<file path="config.mk">
export PLATFORM = sky130hd
export DESIGN_NAME = max7219_receiver
export DESIGN_NICKNAME = d
export VERILOG_FILES = /design/src/rtl/max7219_pkg.sv /design/src/rtl/sc_sync_edge.sv /design/src/rtl/max7219_receiver.sv
export SDC_FILE = /design/constraint.sdc
export NUM_CORES = 1
export LEC_CHECK = 0
export CORE_MARGIN = 3
export CORE_UTILIZATION = 46
export CTS_BUF_LIST = sky130_fd_sc_hd__clkbuf_4 sky130_fd_sc_hd__clkbuf_8 sky130_fd_sc_hd__clkbuf_16
export DETAILED_ROUTE_END_ITERATION = 8
export PLACE_DENSITY = 0.66
export SYNTH_ARGS = -nofsm -noshare
export SYNTH_HDL_FRONTEND = slang
export SYNTH_SLANG_ARGS = --single-unit
</file>
<file path="constraint.sdc">
create_clock -name MAX7219_RECEIVER_CLOCK_50 -period 5.7 [get_ports MAX7219_RECEIVER_CLOCK_50]
set_input_delay 1.14 -clock MAX7219_RECEIVER_CLOCK_50 [delete_from_list [all_inputs] [get_ports MAX7219_RECEIVER_CLOCK_50]]
set_output_delay 1.14 -clock MAX7219_RECEIVER_CLOCK_50 [all_outputs]
set_load 0.005 [all_outputs]
</file>
<file path="src/rtl/max7219_pkg.sv">
// Shared MAX7219 definitions: register addresses, FSM encoding and frame payload.
package max7219_pkg;

    localparam int unsigned ADDR_W     = 4;
    localparam int unsigned DATA_W     = 8;
    localparam int unsigned SHIFT_W    = 16;
    localparam int unsigned CNT_W      = 5;
    localparam int unsigned NUM_DIGITS = 8;

    localparam logic [ADDR_W-1:0] NOOP      = 4'h0;
    localparam logic [ADDR_W-1:0] DIGIT0    = 4'h1;
    localparam logic [ADDR_W-1:0] DIGIT1    = 4'h2;
    localparam logic [ADDR_W-1:0] DIGIT2    = 4'h3;
    localparam logic [ADDR_W-1:0] DIGIT3    = 4'h4;
    localparam logic [ADDR_W-1:0] DIGIT4    = 4'h5;
    localparam logic [ADDR_W-1:0] DIGIT5    = 4'h6;
    localparam logic [ADDR_W-1:0] DIGIT6    = 4'h7;
    localparam logic [ADDR_W-1:0] DIGIT7    = 4'h8;
    localparam logic [ADDR_W-1:0] DECODE    = 4'h9;
    localparam logic [ADDR_W-1:0] INTENSITY = 4'hA;
    localparam logic [ADDR_W-1:0] SCANLIMIT = 4'hB;
    localparam logic [ADDR_W-1:0] SHUTDOWN  = 4'hC;
    localparam logic [ADDR_W-1:0] TEST      = 4'hF;

    typedef enum logic [1:0] {
        IDLE  = 2'd0,
        SHIFT = 2'd1,
        LATCH = 2'd2
    } state_t;

    typedef struct packed {
        logic [ADDR_W-1:0] addr;
        logic [DATA_W-1:0] data;
    } frame_t;

    // Bit counter increment that holds at all-ones.
    function automatic logic [CNT_W-1:0] sat_inc(input logic [CNT_W-1:0] c);
        return (c == '1) ? c : c + CNT_W'(1);
    endfunction

endpackage

</file>
<file path="src/rtl/sc_sync_edge.sv">
// Multi-flop synchroniser for one asynchronous input, with rise/fall detection
// on the synchronised level.
module sc_sync_edge #(
    parameter int unsigned STAGES    = 2,
    parameter logic        RESET_VAL = 1'b0
) (
    input  logic clk,
    input  logic rst,
    input  logic d,
    output logic q,
    output logic rise_c,
    output logic fall_c
);

    logic [STAGES-1:0] sync;
    logic              prev;

    always_ff @(posedge clk) begin
        if (rst) begin
            sync <= {STAGES{RESET_VAL}};
            prev <= RESET_VAL;
        end else begin
            sync <= {sync[STAGES-2:0], d};
            prev <= sync[STAGES-1];
        end
    end

    assign q      = sync[STAGES-1];
    assign rise_c = sync[STAGES-1] & ~prev;
    assign fall_c = ~sync[STAGES-1] & prev;

endmodule

</file>
<file path="src/rtl/max7219_receiver.sv">
// MAX7219-compatible serial receiver: oversamples din/ncs/clk with the system
// clock, assembles 16-bit frames and decodes them into the display registers.
module max7219_receiver
    import max7219_pkg::*;
#(
    parameter int unsigned SYNC_STAGES = 2,
    parameter int unsigned FRAME_BITS  = 16
) (
    input  logic              MAX7219_RECEIVER_CLOCK_50,
    input  logic              MAX7219_RECEIVER_RESET_InHigh,
    input  logic              max7219_din,
    input  logic              max7219_ncs,
    input  logic              max7219_clk,
    input  logic [2:0]        rd_addr,
    output logic [DATA_W-1:0] rd_data,
    output logic              frame_valid,
    output logic [ADDR_W-1:0] frame_addr,
    output logic [DATA_W-1:0] frame_data,
    output logic              frame_error,
    output logic [7:0]        decode_mode,
    output logic [3:0]        intensity,
    output logic [2:0]        scan_limit,
    output logic              shutdown_n,
    output logic              display_test
);

    logic clk;
    logic rst;
    assign clk = MAX7219_RECEIVER_CLOCK_50;
    assign rst = MAX7219_RECEIVER_RESET_InHigh;

    logic din_q;
    logic ncs_rise;
    logic ncs_fall;
    logic sclk_rise;
    logic unused_din_rise;
    logic unused_din_fall;
    logic unused_ncs_q;
    logic unused_sclk_q;
    logic unused_sclk_fall;

    sc_sync_edge #(.STAGES(SYNC_STAGES), .RESET_VAL(1'b0)) u_sync_din (
        .clk    (clk),
        .rst    (rst),
        .d      (max7219_din),
        .q      (din_q),
        .rise_c (unused_din_rise),
        .fall_c (unused_din_fall)
    );

    sc_sync_edge #(.STAGES(SYNC_STAGES), .RESET_VAL(1'b1)) u_sync_ncs (
        .clk    (clk),
        .rst    (rst),
        .d      (max7219_ncs),
        .q      (unused_ncs_q),
        .rise_c (ncs_rise),
        .fall_c (ncs_fall)
    );

    sc_sync_edge #(.STAGES(SYNC_STAGES), .RESET_VAL(1'b0)) u_sync_sclk (
        .clk    (clk),
        .rst    (rst),
        .d      (max7219_clk),
        .q      (unused_sclk_q),
        .rise_c (sclk_rise),
        .fall_c (unused_sclk_fall)
    );

    state_t             state;
    state_t             next_state;
    logic [SHIFT_W-1:0] shift_q;
    logic [CNT_W-1:0]   count;
    logic [DATA_W-1:0]  digit [NUM_DIGITS];

    logic   enter_shift_c;
    logic   frame_ok_c;
    logic   frame_bad_c;
    frame_t frame_c;

    always_ff @(posedge clk) begin
        if (rst) begin
            state <= IDLE;
        end else begin
            state <= next_state;
        end
    end

    // Next state plus the per-cycle strobes derived from it.
    always_comb begin
        next_state    = state;
        enter_shift_c = 1'b0;
        frame_ok_c    = 1'b0;
        frame_bad_c   = 1'b0;
        frame_c       = frame_t'(shift_q[ADDR_W+DATA_W-1:0]);
        unique case (state)
            IDLE: begin
                if (ncs_fall) begin
                    next_state    = SHIFT;
                    enter_shift_c = 1'b1;
                end
            end
            SHIFT: begin
                if (ncs_rise) begin
                    next_state = LATCH;
                end
            end
            LATCH: begin
                frame_ok_c  = (count == CNT_W'(FRAME_BITS));
                frame_bad_c = ~frame_ok_c;
                if (ncs_fall) begin
                    next_state    = SHIFT;
                    enter_shift_c = 1'b1;
                end else begin
                    next_state = IDLE;
                end
            end
            default: next_state = IDLE;
        endcase
    end

    // Shift path, frame strobes and register file.
    always_ff @(posedge clk) begin
        if (rst) begin
            shift_q      <= '0;
            count        <= '0;
            frame_valid  <= 1'b0;
            frame_error  <= 1'b0;
            frame_addr   <= '0;
            frame_data   <= '0;
            decode_mode  <= '0;
            intensity    <= '0;
            scan_limit   <= '0;
            shutdown_n   <= 1'b0;
            display_test <= 1'b0;
            for (int i = 0; i < NUM_DIGITS; i++) begin
                digit[i] <= '0;
            end
        end else begin
            frame_valid <= frame_ok_c;
            frame_error <= frame_bad_c;

            if (enter_shift_c) begin
                count <= '0;
            end else if (state == SHIFT && sclk_rise) begin
                shift_q <= SHIFT_W'({shift_q, din_q});
                count   <= sat_inc(count);
            end

            if (frame_ok_c) begin
                frame_addr <= frame_c.addr;
                frame_data <= frame_c.data;
                case (frame_c.addr)
                    NOOP:      ;
                    DIGIT0:    digit[0]     <= frame_c.data;
                    DIGIT1:    digit[1]     <= frame_c.data;
                    DIGIT2:    digit[2]     <= frame_c.data;
                    DIGIT3:    digit[3]     <= frame_c.data;
                    DIGIT4:    digit[4]     <= frame_c.data;
                    DIGIT5:    digit[5]     <= frame_c.data;
                    DIGIT6:    digit[6]     <= frame_c.data;
                    DIGIT7:    digit[7]     <= frame_c.data;
                    DECODE:    decode_mode  <= frame_c.data;
                    INTENSITY: intensity    <= frame_c.data[3:0];
                    SCANLIMIT: scan_limit   <= frame_c.data[2:0];
                    SHUTDOWN:  shutdown_n   <= frame_c.data[0];
                    TEST:      display_test <= frame_c.data[0];
                    default:   ;
                endcase
            end
        end
    end

    assign rd_data = digit[rd_addr];

endmodule

</file>
# Word-level counts from Yosys, hierarchy flattened
# Memories as Yosys holds them, arrays and structs flattened.
# Index checks and enable logic that the tools add are counted.
[word_totals] inputBits=8 ram_bits=64 regBits=58 romBits=0 n_memories=1 word_cells=118 latch_bits=0
[memory_table] memory="digit" depth=8 width=8 rd=1 rd_ports_with_merged_regs=0 write_ports=8 line_no="max7219_receiver.sv:73" rtl="logic [DATA_W-1:0] digit [NUM_DIGITS];"
[classes] addsub=1 n_div=0 shift=0 n_lt_le_gt_ge=0 muxes=49 n_mul=0 n_eq_ne=19 bitwise_logic=18 reduce_logical=13
[ops] op="$mux W8" count=8
[ops] op="$mux W1" count=38
[ops] op="$eq A4 B4 Y1 const B" count=6
[ops] op="$eq A4 B3 Y1 const B" count=4
[ops] op="$reduce_and A2 Y1" count=8
[ops] op="$eq A5 B5 Y1 const B" count=2
[ops] op="$eq A4 B2 Y1 const B" count=2
[ops] op="$or A1 B1 Y1" count=8
[ops] op="$not A1 Y1" count=7
[ops] op="$pmux W2 S3" count=1
[ops] op="$reduce_or A2 Y1" count=3
[ops] op="$add A5 B1 Y5 const B" count=1
[ops] op="$eq A4 B1 Y1 const B" count=1
[ops] op="$mux W2" count=2
[ops] op="$ne A2 B2 Y1 const B" count=2
[ops] op="$and A1 B1 Y1" count=3
[ops] op="$eq A2 B1 Y1 const B" count=1
[ops] op="$eq A2 B2 Y1 const B" count=1
[ops] op="$logic_not A2 Y1" count=1
[ops] op="$logic_and A1 B1 Y1" count=1

# Depth between registers and ports, before layout
[logic_depth] depth_word=6 mapped_depth=8 depth_no_buf=6

# Modules after synthesis
# A second synthesis with hierarchy kept.
[unflattened] hier_cells=417 area_unflattened_um2=5298.8
[by_module_without_submodules] mod="max7219_receiver" seq_area_each_um2=2922.8 n_inst=1 cells_each=393 area_per_inst_um2=5023.6
[by_module_without_submodules] mod="sc_sync_edge at u_sync_din ..." seq_area_each_um2=60.1 n_inst=2 cells_each=8 area_per_inst_um2=91.3
[by_module_without_submodules] mod="sc_sync_edge at u_sync_ncs" seq_area_each_um2=60.1 n_inst=1 cells_each=8 area_per_inst_um2=92.6

# Least setup slack after synthesis
# No wires, ideal clock.
[synth_timing] path_type="input-to-output" start="input rd_addr[0]" end="output rd_data[0]" slack_ps=2378 arrival_ps=2182 cell_stages=4 cell_sequence="buf_6 buf_12 mux4_1 mux2_2"
[synth_between] elab_chain_cells=1
[synth_rtl] item="start, declared" line_no="max7219_receiver.sv:14" rtl="input logic [2:0] rd_addr,"
[synth_rtl] item="$mem_v2 Z8 W8"
[synth_rtl] item="end, declared" line_no="max7219_receiver.sv:15" rtl="output logic [DATA_W-1:0] rd_data,"
# Every way passes these cells.

# Worst setup path after layout
[layout_timing] start="input rd_addr[0]" end="output rd_data[3]"
# The elaborated chain is that of the path after synthesis.

==> results.sh <==
export IMPL_die_x_um=112
export IMPL_critPathCaptureType="primary output"
export IMPL_fin_crit_ns=4.72
export IMPL_synth_edf_count=64
export IMPL_ys_flop_type="edfxtp_1"
export IMPL_drive_gt1_frac=0.117
export IMPL_cts_sinks=122
export IMPL_finalPower_mw=2.14
export IMPL_cp_common_cell="clkdlybuf4s50_1"
export IMPL_worstPathArrival_ns=3.58
export IMPL_numPortBuffers=46
export IMPL_grt_use_met1=0.231
export IMPL_skew_ns=0.00769
export IMPL_io_pins=47
export IMPL_dieArea_mm2=0.0125
export IMPL_final_common_cell="edfxtp_1"
export IMPL_crit_slowest_cell="clkdlybuf4s50_1"
export IMPL_drt_iter0_drc=238
export IMPL_final_cell_mix="edfxtp_1 (64), dfxtp_1 (58), nor2_1 (50), clkdlybuf4s50_1 (45), nand2_1 (33)"
export IMPL_top_usage_layer="met2"
export IMPL_grt_first_pass_wirelength_um=17700
export IMPL_cts_tree="yes"
export IMPL_worstHoldPathType="reg -> reg"
export IMPL_cap_violations=0
export IMPL_synth_area_leaders="edfxtp_1 (37%), dfxtp_1 (23%), mux4_1 (7.7%), nand2b_1 (3.8%), nor2_1 (3.7%)"
export IMPL_cts_htree_levels=4
export IMPL_finalSetupViolations=0
export IMPL_max_freq_ghz=0.212
export IMPL_postCtsSetupBuffers=0
export IMPL_gp_congestion=0.775
export IMPL_design_area_mm2=0.00626
export IMPL_gr_usage_met2=0.301
export IMPL_critPathMaxStageDelay_ns=1.05
export IMPL_synthCells=425
export IMPL_final_nets=478
export IMPL_rows=37
export IMPL_placed_area_mm2=0.00564
export IMPL_wire_per_inst_um=17.8
export IMPL_antennaDiodeCount=0
export IMPL_synth_nets=436
export IMPL_critPathMaxFanout=16
export IMPL_yosysTopAreaCell="edfxtp_1"
export IMPL_grt_usage=0.181
export IMPL_hold_path_depth=1
export IMPL_core_area_mm2=0.0106
export IMPL_synth_distinct_cells=37
export IMPL_async_reset_ff_frac=0
export IMPL_root_buffer="clkbuf_8"
export IMPL_ys_warn_count=0
export IMPL_place_hpwl_um=7490
export IMPL_grt_pass1_vias=3324
export IMPL_cts_hold_buf=0
export IMPL_grt_max_degree=72
export IMPL_cts_buffers=17
export IMPL_reg2reg_depth=5
export IMPL_pwr_density_cell_mw_per_mm2=342
export IMPL_die_y_um=112
export IMPL_antenna_found_initial=0
export IMPL_start_kind="input pin"
export IMPL_wl_um=11000
export IMPL_yosys_area_top_type_share=0.374
export IMPL_crit_family="buffers and inverters"
export IMPL_cts_buffer_depth=2
export IMPL_crit_cells=4
export IMPL_area_growth_pct=21.8
export IMPL_drv_slew=0
export IMPL_gr_usage_met3=0.0424
export IMPL_finalHoldViolations=0
export IMPL_rsz0062_at_grt="false"
export IMPL_cp_required_ns=4.56
export IMPL_relSlewSlack=0.309
export IMPL_grt_overflow_total=0
export IMPL_path_clk_slew_ns=0.05
export IMPL_final_antenna_net_count=0
export IMPL_via_per_inst=5.50
export IMPL_n_fill_cell=846
export IMPL_clk_latency_ns=0.50
export IMPL_seq_area_frac_synth=0.600
export IMPL_status="finished, final reports clean"
export IMPL_mappedNetlistArea_mm2=0.00514
export IMPL_p_leak_nw=2.24
export IMPL_path_cells="clkdlybuf4s50_1, mux4_1, mux2_2, clkdlybuf4s50_1"
export IMPL_crit_buf_inv=2
export IMPL_cts_resized=0
export IMPL_tightestPinTransition_ns=1.04
export IMPL_drc=0
export IMPL_critPathKind="in -> out"
export IMPL_placedCellCount=584
export IMPL_peakVddDrop_uv=183
export IMPL_fin_setup_tns_ns=0
export IMPL_syn_area_per_cell_um2=12.1
export IMPL_dr_pass1_iters=5
export IMPL_vias=3385
export IMPL_hold_ws_ns=0.409
export IMPL_start_util=0.485
export IMPL_fin_cells=616
export IMPL_ys_ff_latch=122
export IMPL_timing_final_crit_share=0.829
-- metrics by stage --
step                       util  setup slack, ns
after floorplan               -             2.38
after global placement    0.532             1.04
after detailed placement  0.532            0.955
after CTS                 0.591            0.950
after global routing      0.591            0.885
final                     0.591            0.976
-- Yosys cell counts, types with 2 or more instances --
master	instances
a21oi_1	30
a31o_2	2
and2_1	2
and4bb_2	4
buf_2	7
buf_4	2
clkbuf_1	12
dfxtp_1	58
edfxtp_1	64
ha_1	3
inv_1	12
mux2_2	8
mux2i_1	17
mux4_1	15
nand2_1	33
nand2b_1	31
nand3_1	17
nand3_2	2
nand4_1	6
nand4bb_1	2
nor2_1	50
nor2b_1	10
nor3_1	3
o21ai_0	14
o21bai_1	3
o31ai_1	2
or2_2	5
or4_1	2
-- kinds of logic after synthesis --
family                     synth area share
AOI/OAI and AO/OA                    0.0545
buffers and inverters                0.0341
and+or+nand+nor                       0.173
muxes                                 0.132
DFF                                   0.600
adders and majority gates           0.00730
-- registers in the layout (all words and copies together) (netlist names), 2 cells and up --
| name | flops |
|---|---|
| count | 5 |
| decode_mode | 8 |
| digit | 64 |
| frame_addr | 4 |
| frame_data | 8 |
| intensity | 4 |
| scan_limit | 3 |
| shift_q | 12 |
| state | 2 |
| u_sync_din.sync | 2 |
| u_sync_ncs.sync | 2 |
| u_sync_sclk.sync | 2 |
-- where the power goes --
| group | switching (mW) | leakage, nW | internal (mW) | total, mW |
|---|---|---|---|---|
| registers | 0.00859 | 1.09 | 0.947 | 0.955 |
| logic | 0.0347 | 0.857 | 0.0442 | 0.0789 |
| clock network | 0.376 | 0.295 | 0.729 | 1.10 |
-- routing by layer --
layer	wire length [um]	part of all wire
met1	4670	0.43
met2	5570	0.51
met3	568	0.052
met4	154	0.014
met5	0	0
-- worst paths after layout --
check,slack (ns),to,from
max,0.98,rd_data[3],rd_addr[0]
min,0.41,u_sync_ncs.sync[1],u_sync_ncs.sync[0]
max reg2reg,3.00,digit[3][7],count[0]
min reg2reg,0.41,u_sync_ncs.sync[1],u_sync_ncs.sync[0]
-- area by class of cell --
class                      instances  area [um^2]  area share
sequential                       122         3080       0.492
multi-input combinational        267         1880       0.301
clock buffer                      20          443      0.0707
timing repair buffer              47          463      0.0739
clock inverter                    12          174      0.0278
tap                              136          170      0.0272
inverter                          12         45.0     0.00719
No activity file was read; power rests on OpenSTA's default activity.
